## src/rtl/vga_scan_driver.sv

```systemverilog
// rtl/vga_scan_driver.sv - VGA timing generator with pipeline-aligned sync and blanked RGB
module vga_scan_driver #(
    parameter int H_ACTIVE     = 640,
    parameter int H_FP         = 16,
    parameter int H_SYNC       = 96,
    parameter int H_BP         = 48,
    parameter int V_ACTIVE     = 480,
    parameter int V_FP         = 10,
    parameter int V_SYNC       = 2,
    parameter int V_BP         = 33,
    parameter int DATA_LATENCY = 3
) (
    input  logic        clk,
    input  logic        rst,
    input  logic [11:0] VGA_data,
    output logic [10:0] VGA_xpos,
    output logic [10:0] VGA_ypos,
    output logic        frame_start,
    output logic        VGA_hs,
    output logic        VGA_vs,
    output logic [3:0]  VGA_r,
    output logic [3:0]  VGA_g,
    output logic [3:0]  VGA_b
);

    localparam int H_TOTAL = H_ACTIVE + H_FP + H_SYNC + H_BP;
    localparam int V_TOTAL = V_ACTIVE + V_FP + V_SYNC + V_BP;

    localparam logic [10:0] H_LAST      = 11'(H_TOTAL - 1);
    localparam logic [10:0] V_LAST      = 11'(V_TOTAL - 1);
    localparam logic [10:0] H_SYNC_END  = 11'(H_SYNC);
    localparam logic [10:0] V_SYNC_END  = 11'(V_SYNC);
    localparam logic [10:0] H_ACT_START = 11'(H_SYNC + H_BP);
    localparam logic [10:0] H_ACT_END   = 11'(H_SYNC + H_BP + H_ACTIVE);
    localparam logic [10:0] V_ACT_START = 11'(V_SYNC + V_BP);
    localparam logic [10:0] V_ACT_END   = 11'(V_SYNC + V_BP + V_ACTIVE);
    localparam logic [10:0] X_OFFSET    = 11'(H_SYNC + H_BP - 1);
    localparam logic [10:0] Y_OFFSET    = 11'(V_SYNC + V_BP - 1);

    logic [10:0] h_cnt_q, h_cnt_d;
    logic [10:0] v_cnt_q, v_cnt_d;
    logic [10:0] xpos_q, xpos_d;
    logic [10:0] ypos_q, ypos_d;
    logic        frame_start_q, frame_start_d;

    // Index 0 sits in the coordinate stage; indices 1..DATA_LATENCY are the alignment stages.
    logic [DATA_LATENCY:0] hs_dly_q, hs_dly_d;
    logic [DATA_LATENCY:0] vs_dly_q, vs_dly_d;
    logic [DATA_LATENCY:0] de_dly_q, de_dly_d;

    logic        hs_out_q, hs_out_d;
    logic        vs_out_q, vs_out_d;
    logic [11:0] rgb_q, rgb_d;

    logic raw_hs, raw_vs, raw_de, h_win, v_win;

    always_comb begin
        h_cnt_d = h_cnt_q + 11'd1;
        v_cnt_d = v_cnt_q;
        if (h_cnt_q == H_LAST) begin
            h_cnt_d = '0;
            v_cnt_d = (v_cnt_q == V_LAST) ? '0 : v_cnt_q + 11'd1;
        end

        raw_hs = (h_cnt_q >= H_SYNC_END);
        raw_vs = (v_cnt_q >= V_SYNC_END);
        h_win  = (h_cnt_q >= H_ACT_START) && (h_cnt_q < H_ACT_END);
        v_win  = (v_cnt_q >= V_ACT_START) && (v_cnt_q < V_ACT_END);
        raw_de = h_win && v_win;

        xpos_d        = raw_de ? (h_cnt_q - X_OFFSET) : '0;
        ypos_d        = raw_de ? (v_cnt_q - Y_OFFSET) : '0;
        frame_start_d = (h_cnt_q == '0) && (v_cnt_q == '0);

        hs_dly_d = {hs_dly_q[DATA_LATENCY-1:0], raw_hs};
        vs_dly_d = {vs_dly_q[DATA_LATENCY-1:0], raw_vs};
        de_dly_d = {de_dly_q[DATA_LATENCY-1:0], raw_de};

        // Generator data lines up with the last alignment stage; blank it outside the window.
        hs_out_d = hs_dly_q[DATA_LATENCY];
        vs_out_d = vs_dly_q[DATA_LATENCY];
        rgb_d    = de_dly_q[DATA_LATENCY] ? VGA_data : '0;
    end

    always_ff @(posedge clk) begin
        if (rst) begin
            h_cnt_q       <= '0;
            v_cnt_q       <= '0;
            xpos_q        <= '0;
            ypos_q        <= '0;
            frame_start_q <= 1'b0;
            hs_dly_q      <= '1;
            vs_dly_q      <= '1;
            de_dly_q      <= '0;
            hs_out_q      <= 1'b1;
            vs_out_q      <= 1'b1;
            rgb_q         <= '0;
        end else begin
            h_cnt_q       <= h_cnt_d;
            v_cnt_q       <= v_cnt_d;
            xpos_q        <= xpos_d;
            ypos_q        <= ypos_d;
            frame_start_q <= frame_start_d;
            hs_dly_q      <= hs_dly_d;
            vs_dly_q      <= vs_dly_d;
            de_dly_q      <= de_dly_d;
            hs_out_q      <= hs_out_d;
            vs_out_q      <= vs_out_d;
            rgb_q         <= rgb_d;
        end
    end

    assign VGA_xpos    = xpos_q;
    assign VGA_ypos    = ypos_q;
    assign frame_start = frame_start_q;
    assign VGA_hs      = hs_out_q;
    assign VGA_vs      = vs_out_q;
    assign VGA_r       = rgb_q[11:8];
    assign VGA_g       = rgb_q[7:4];
    assign VGA_b       = rgb_q[3:0];

endmodule

```

## config.mk

```make
export PLATFORM = sky130hd
export DESIGN_NAME = vga_scan_driver
export DESIGN_NICKNAME = d
export VERILOG_FILES = /design/src/rtl/vga_scan_driver.sv
export SDC_FILE = /design/constraint.sdc
export NUM_CORES = 1
export LEC_CHECK = 0
export ABC_AREA = 1
export CORE_MARGIN = 2
export CORE_UTILIZATION = 29
export DETAILED_ROUTE_END_ITERATION = 8
export GPL_ROUTABILITY_DRIVEN = 0
export SLEW_MARGIN = 10
export SYNTH_ARGS = -nofsm -noshare
export SYNTH_HDL_FRONTEND = slang
export SYNTH_SLANG_ARGS = --single-unit
```

## constraint.sdc

```tcl
create_clock -name clk -period 4.4 [get_ports clk]
set_clock_uncertainty 0.1 [all_clocks]
set_input_delay 0.88 -clock clk [delete_from_list [all_inputs] [get_ports clk]]
set_output_delay 0.88 -clock clk [all_outputs]
set_load 0.02 [all_outputs]
```

==> impl_metrics.ini, run 1 <==
[synth]
synth_edf_count = 0
syn_inst = 405
synth_fp_nets = 427
synth_warnings = 0
synth.distinct_cells = 32
syn_avg_cell_area_um2 = 7.70
ys_seq_area_share_pct = 45.6
ys_async_sr_fraction_pct = 0
synth_most_common_cell = nand2_1
yosys.area.top_type_share_pct = 45.6
yosys-top-cells-area = dfxtp_1 46%, nand2_1 10%, nor2_1 6.6%, inv_1 6.0%, nor2_2 4.6%
ys.flop_type = dfxtp_1
syn_area_um2 = 3120
synth_commonest_cells = 85 x nand2_1, 71 x dfxtp_1, 55 x nor2_1
ys_ff_latch = 71
yosys.area.top_type = dfxtp_1

[power]
leakagePower_uw = 0.00174
ir_drop_uv = 101
power.share.clock_pct = 42.9
pwr-share-comb_pct = 3.5
power_density_nw_per_um2 = 314
seq_power_share_pct = 53.6
p_int_uw = 951
sw_frac_of_total_pct = 22.0
p_switching_uw = 268

[detailed_routing]
wl_per_cell_um = 11.2
drc_errors = 0
drt-total-wl_um = 6660
dr.pass1.iters = 4
ant_nets = 0
vias = 2556
drt_iter0_markers = 157
routed_via_density = 4.30

[global_routing]
grt_pass1_wl_um = 11300
grt_use_met1_pct = 16.0
grt_max_degree = 23
grtUsageMet3_pct = 2.91
met2_usage_pct = 19.0
antenna_found_initial = 0
overflow = 0
grt_pass1_vias = 2450
busiest_layer = met2
track_usage_pct = 12.5

[timing]
setup_viol = 0
fin_crit_ns = 2.62
rsz0062_at_grt = false
drv_slew = 0
slew_headroom_pct = 52.9
finalSetupTns_ns = 0
clock.fmax_ghz = 0.381
min_period_over_period_pct = 59.6
tightest_slew_ns = 0.705
final_hold_viol_count = 0

[clock_network]
cts_resized = 0
cts_setup_buffers = 0
numClockSinks = 71
htreeDepth = 3
clkTransAtPathRegs_ns = 0.07
clk_latency_ns = 0.34
numCtsBuffers = 9
cts_root_buffer = clkbuf_8
hold_buffers = 0
cts_tree = done
clk_path_buf_depth = 2

[worst_hold_path]
worstHoldStart = hs_dly_q[2]$_SDFF_PP1_
hold_path_end = hs_dly_q[3]$_SDFF_PP1_
whs_path_depth = 1
hold_class = flop to flop

[outcome]
outcome = complete, no violations

[finish]
antennaDiodeCount = 0
flow.area_growth_from_synthesis_pct = 24.5
drive_gt1_share_pct = 14.8
finalNetCount = 476
fin_cells = 595

[floorplan]
fp.dieH_um = 108
dieArea_um2 = 11600
rows = 37
coreArea_um2 = 10400
die_x_um = 108
ios = 51
initial_utilization_pct = 30.1

[place]
hpwl_um = 4800
port_buffers = 50
dp_cells = 579

[worst_setup_path]
rr_worst_depth = 9
crit_required_ns = 4.51
setup.worst_path.start_class = input pin
worstReg2RegEnd = VGA_xpos[2]$_SDFF_PP0_
critPathArrivalTime_ns = 2.73
rrSetupSlack_ns = 2.28
cp_max_fo = 22
crit_type = input pin to flop
end_kind = flop
r2r-start = v_cnt_q[1]$_SDFFE_PP0P_

[flow_run]
cap_violations = 0
==> cell families after synthesis <==
logic type,after synthesis,share of synthesized area [%]
DFF,71,45.6
and+or+nand+nor,226,34.3
buffers and inverters,70,10.6
AOI/OAI and AO/OA,20,3.65
other,1,0.120
adders and majority gates,8,3.21
xor gates and xnor gates,9,2.53
==> layout make-up <==
type	instances	area, µm²
Fill cell	1066	6490
Sequential cell	71	1420
Multi-Input combinational cell	264	1370
Timing Repair Buffer	50	500
Inverter	58	225
Tap cell	136	170
Clock buffer	12	145
Clock inverter	4	53.8
==> how the worst max path moves through the flow <==
stage | from | endpoint | slack, ns | depth (start not counted)
finish | rst | VGA_xpos[2]$_SDFF_PP0_ | 1.78 | 6
global route | rst | VGA_xpos[2]$_SDFF_PP0_ | 1.56 | 6
CTS | rst | VGA_xpos[2]$_SDFF_PP0_ | 1.74 | 6
detailed placement | rst | VGA_xpos[3]$_SDFF_PP0_ | 1.38 | 6
global placement | rst | VGA_xpos[3]$_SDFF_PP0_ | 1.45 | 6
floorplan | rst | rgb_q[10]$_SDFF_PP0_ | 2.56 | 5
==> through the flow <==
stage	hold slack [ns]	worst slack (ns)	utilization [%]	total power [µW]	instance area, µm²
global route	0.314	1.56	37.4	1280	3880
finish	0.308	1.78	37.4	1220	3880
floorplan	0.288	2.56	-	691	3120
CTS	0.310	1.74	37.4	1240	3880
detailed placement	0.295	1.38	35.5	711	3680
global placement	0.291	1.45	35.5	710	3680
==> critical path, cell delays in order <==
cell,delay [ns]
clkdlybuf4s50_1,0.82
inv_1,0.24
nand2_1,0.12
nor2_1,0.05
nand2_2,0.53
nor2_1,0.09
==> cell usage in the layout (no fill, tap or decap), drive strengths merged, types with 2 or more instances in the layout <==
| cell | Yosys | routed |
|---|---|---|
| o21ai | 9 | 9 |
| inv | 55 | 56 |
| ha | 8 | 8 |
| clkdlybuf4s50 | 0 | 50 |
| clkbuf | 4 | 12 |
| clkinv | 3 | 3 |
| xnor2 | 2 | 2 |
| dfxtp | 71 | 71 |
| xor2 | 7 | 7 |
| clkinvlp | 0 | 2 |
| a21oi | 10 | 10 |
| nand2 | 90 | 90 |
| nor2 | 83 | 83 |
| nor4 | 2 | 2 |
| nor3 | 7 | 7 |
| nand4 | 11 | 11 |
| nand3 | 24 | 24 |
| or2 | 8 | 8 |
==> power groups by stage <==
stage | clock network (µW) | logic, µW | registers (µW)
6_report | 523 | 42.3 | 653
5_1_grt | 576 | 48.8 | 654
4_1_cts | 547 | 42.9 | 653
3_5_place_dp | 0 | 42.6 | 668
3_3_place_gp | 0 | 42.1 | 668
2_1_floorplan | 0 | 20.6 | 670
==> layer usage <==
metal | share of wire [%] | up-vias
met5 | 0 | -
li1 | - | 1346
met3 | 6.3 | 15
met4 | 2.5 | 0
met2 | 44 | 79
met1 | 47 | 1116
==> state kept, by name (all words and copies together) (netlist names) <==
signal,flops
VGA_hs,1
vs_dly_q,4
VGA_xpos,11
frame_start,1
de_dly_q,4
v_cnt_q,11
hs_dly_q,4
rgb_q,12
h_cnt_q,11
VGA_ypos,11
VGA_vs,1
Note: power is estimated with default switching activity, not from simulation.
==> run 2, diff against run 1 <==
==> constraint.sdc (replaced) <==
create_clock -name clk -period 2.5 [get_ports clk]
set_clock_uncertainty 0.1 [all_clocks]
set_input_delay 0.5 -clock clk [delete_from_list [all_inputs] [get_ports clk]]
set_output_delay 0.5 -clock clk [all_outputs]
set_load 0.02 [all_outputs]
==> run 2 against run 1 <==
  * First-iteration DRC count down 22%
  * Global-route usage down 0.69 points
  * Worst hold slack worse by 0.0040 ns
  * Cell count up 0.34%
  * Via count up 0.82%
  * Die area unchanged
  * Critical path type is now flop to flop
  * Critical endpoint is now v_cnt_q[4]$_SDFFE_PP0P_
==> impl_metrics.ini, run 2 (synthesis gave the netlist of run 1 again) <==
[power]
leakagePower_uw = 0.00175
p_switching_uw = 449
p_int_uw = 1560
power_density_nw_per_um2 = 519
total_power_uw = 2010
seq_power_share_pct = 57.3
pwr-share-comb_pct = 3.7
power.share.clock_pct = 39.0
ir_drop_uv = 257
sw_frac_of_total_pct = 22.3

[worst_setup_path]
setup.worst_path.start_class = flop
cp_common_cell = inv_1
cp_max_fo = 13
crit_chain = ha_1, inv_1, nor2_4, nand3_4, nand2_2, nand2_1, inv_1, nor2_1
path_buf_inv = 2
crit_required_ns = 2.64
cpLargestDelayFamily = simple AND/OR/NAND/NOR gates
end_kind = flop
critPathMaxStageDelay_ns = 0.41
slowest_stage = dfxtp_1
crit_type = flop to flop
critPathArrivalTime_ns = 2.05

[timing]
hold-worst-slack_ns = 0.304
clock.fmax_ghz = 0.523
drv_slew = 0
min_period_over_period_pct = 76.5
setup_viol = 0
rsz0062_at_grt = false
fin_crit_ns = 1.91
final_hold_viol_count = 0
finalSetupTns_ns = 0

[clock_network]
htreeDepth = 3
cts_resized = 0
numCtsBuffers = 9
cts_root_buffer = clkbuf_8
cts_setup_buffers = 0
numClockSinks = 71
cts_tree = done
clk_latency_ns = 0.34
hold_buffers = 0
clkTransAtPathRegs_ns = 0.08
clk_path_buf_depth = 2

[global_routing]
overflow = 0
track_usage_pct = 11.8
grt_pass1_wl_um = 10800
antenna_found_initial = 0
grt_max_degree = 18
grt_pass1_vias = 2350

[floorplan]
coreArea_um2 = 10400
ios = 51
die_x_um = 108
rows = 37
fp.dieH_um = 108
initial_utilization_pct = 30.1
dieArea_um2 = 11600

[detailed_routing]
ant_nets = 0
drt_iter0_markers = 122
wl_per_cell_um = 11.0
drt-total-wl_um = 6540
vias = 2577
drc_errors = 0
dr.pass1.iters = 4
routed_via_density = 4.32

[finish]
final_cell_mix = 85 x nand2_1, 71 x dfxtp_1, 55 x nor2_1, 50 x inv_1, 50 x clkdlybuf4s50_1
layout_commonest_cell = nand2_1
drive_gt1_share_pct = 15.4
regMostFlops = rgb_q
finalNetCount = 479
flow.area_growth_from_synthesis_pct = 24.1
finalInstanceArea_um2 = 3870
fin_cells = 597
antennaDiodeCount = 0
largest_register_ffs = 12

[outcome]
outcome = complete, no violations

[worst_hold_path]
hold_class = flop to flop

[place]
dp_cells = 582
hpwl_um = 4890
port_buffers = 50
placed_cell_area_um2 = 3700

[flow_run]
cap_violations = 0
==> run 2: metrics by stage <==
step | setup WS, ns | utilization, %
global placement | 0.606 | 35.7
detailed placement | 0.576 | 35.7
CTS | 0.580 | 37.3
finish | 0.587 | 37.3
floorplan | 0.922 | -
global route | 0.433 | 37.3
==> run 2: worst reg2reg max path, cell delays in order, from the launching register on <==
cell     delay, ns
dfxtp_1       0.41
ha_1          0.21
inv_1         0.07
nor2_4        0.23
nand3_4       0.18
nand2_2       0.27
nand2_1       0.17
inv_1         0.12
nor2_1        0.05
==> run 2: routing by layer <==
layer	routed length (µm)	track usage (%)	share of wire [%]
met4	94	4.49	1.4
met2	2940	18.8	45
met1	3030	15.0	46
met5	0	0	0
met3	485	3.63	7.4
==> run 2: final cells by class <==
cell class | count | area (µm²)
Clock buffer | 11 | 141
Fill cell | 1077 | 6500
Timing Repair Buffer | 53 | 523
Tap cell | 136 | 170
Sequential cell | 71 | 1420
Inverter | 58 | 225
Multi-Input combinational cell | 264 | 1370
Clock inverter | 4 | 22.5
==> run 2: worst paths after layout <==
path | start | depth (start not counted) | end | slack [ns]
worst max-delay path | h_cnt_q[0]$_SDFF_PP0_ | 8 | v_cnt_q[4]$_SDFFE_PP0P_ | 0.59
worst min-delay path | hs_dly_q[1]$_SDFF_PP1_ | 1 | hs_dly_q[2]$_SDFF_PP1_ | 0.30
worst min register to register | hs_dly_q[1]$_SDFF_PP1_ | 1 | hs_dly_q[2]$_SDFF_PP1_ | 0.30
worst max register to register | h_cnt_q[0]$_SDFF_PP0_ | 8 | v_cnt_q[4]$_SDFFE_PP0P_ | 0.59
==> run 2: power by group through the flow <==
stage | sequential (µW) | combinational [µW] | clock (µW)
2_1_floorplan | 1180 | 36.2 | 0
3_3_place_gp | 1180 | 74.4 | 0
3_5_place_dp | 1180 | 75.3 | 0
4_1_cts | 1150 | 76.0 | 806
5_1_grt | 1150 | 82.7 | 861
6_report | 1150 | 74.9 | 783
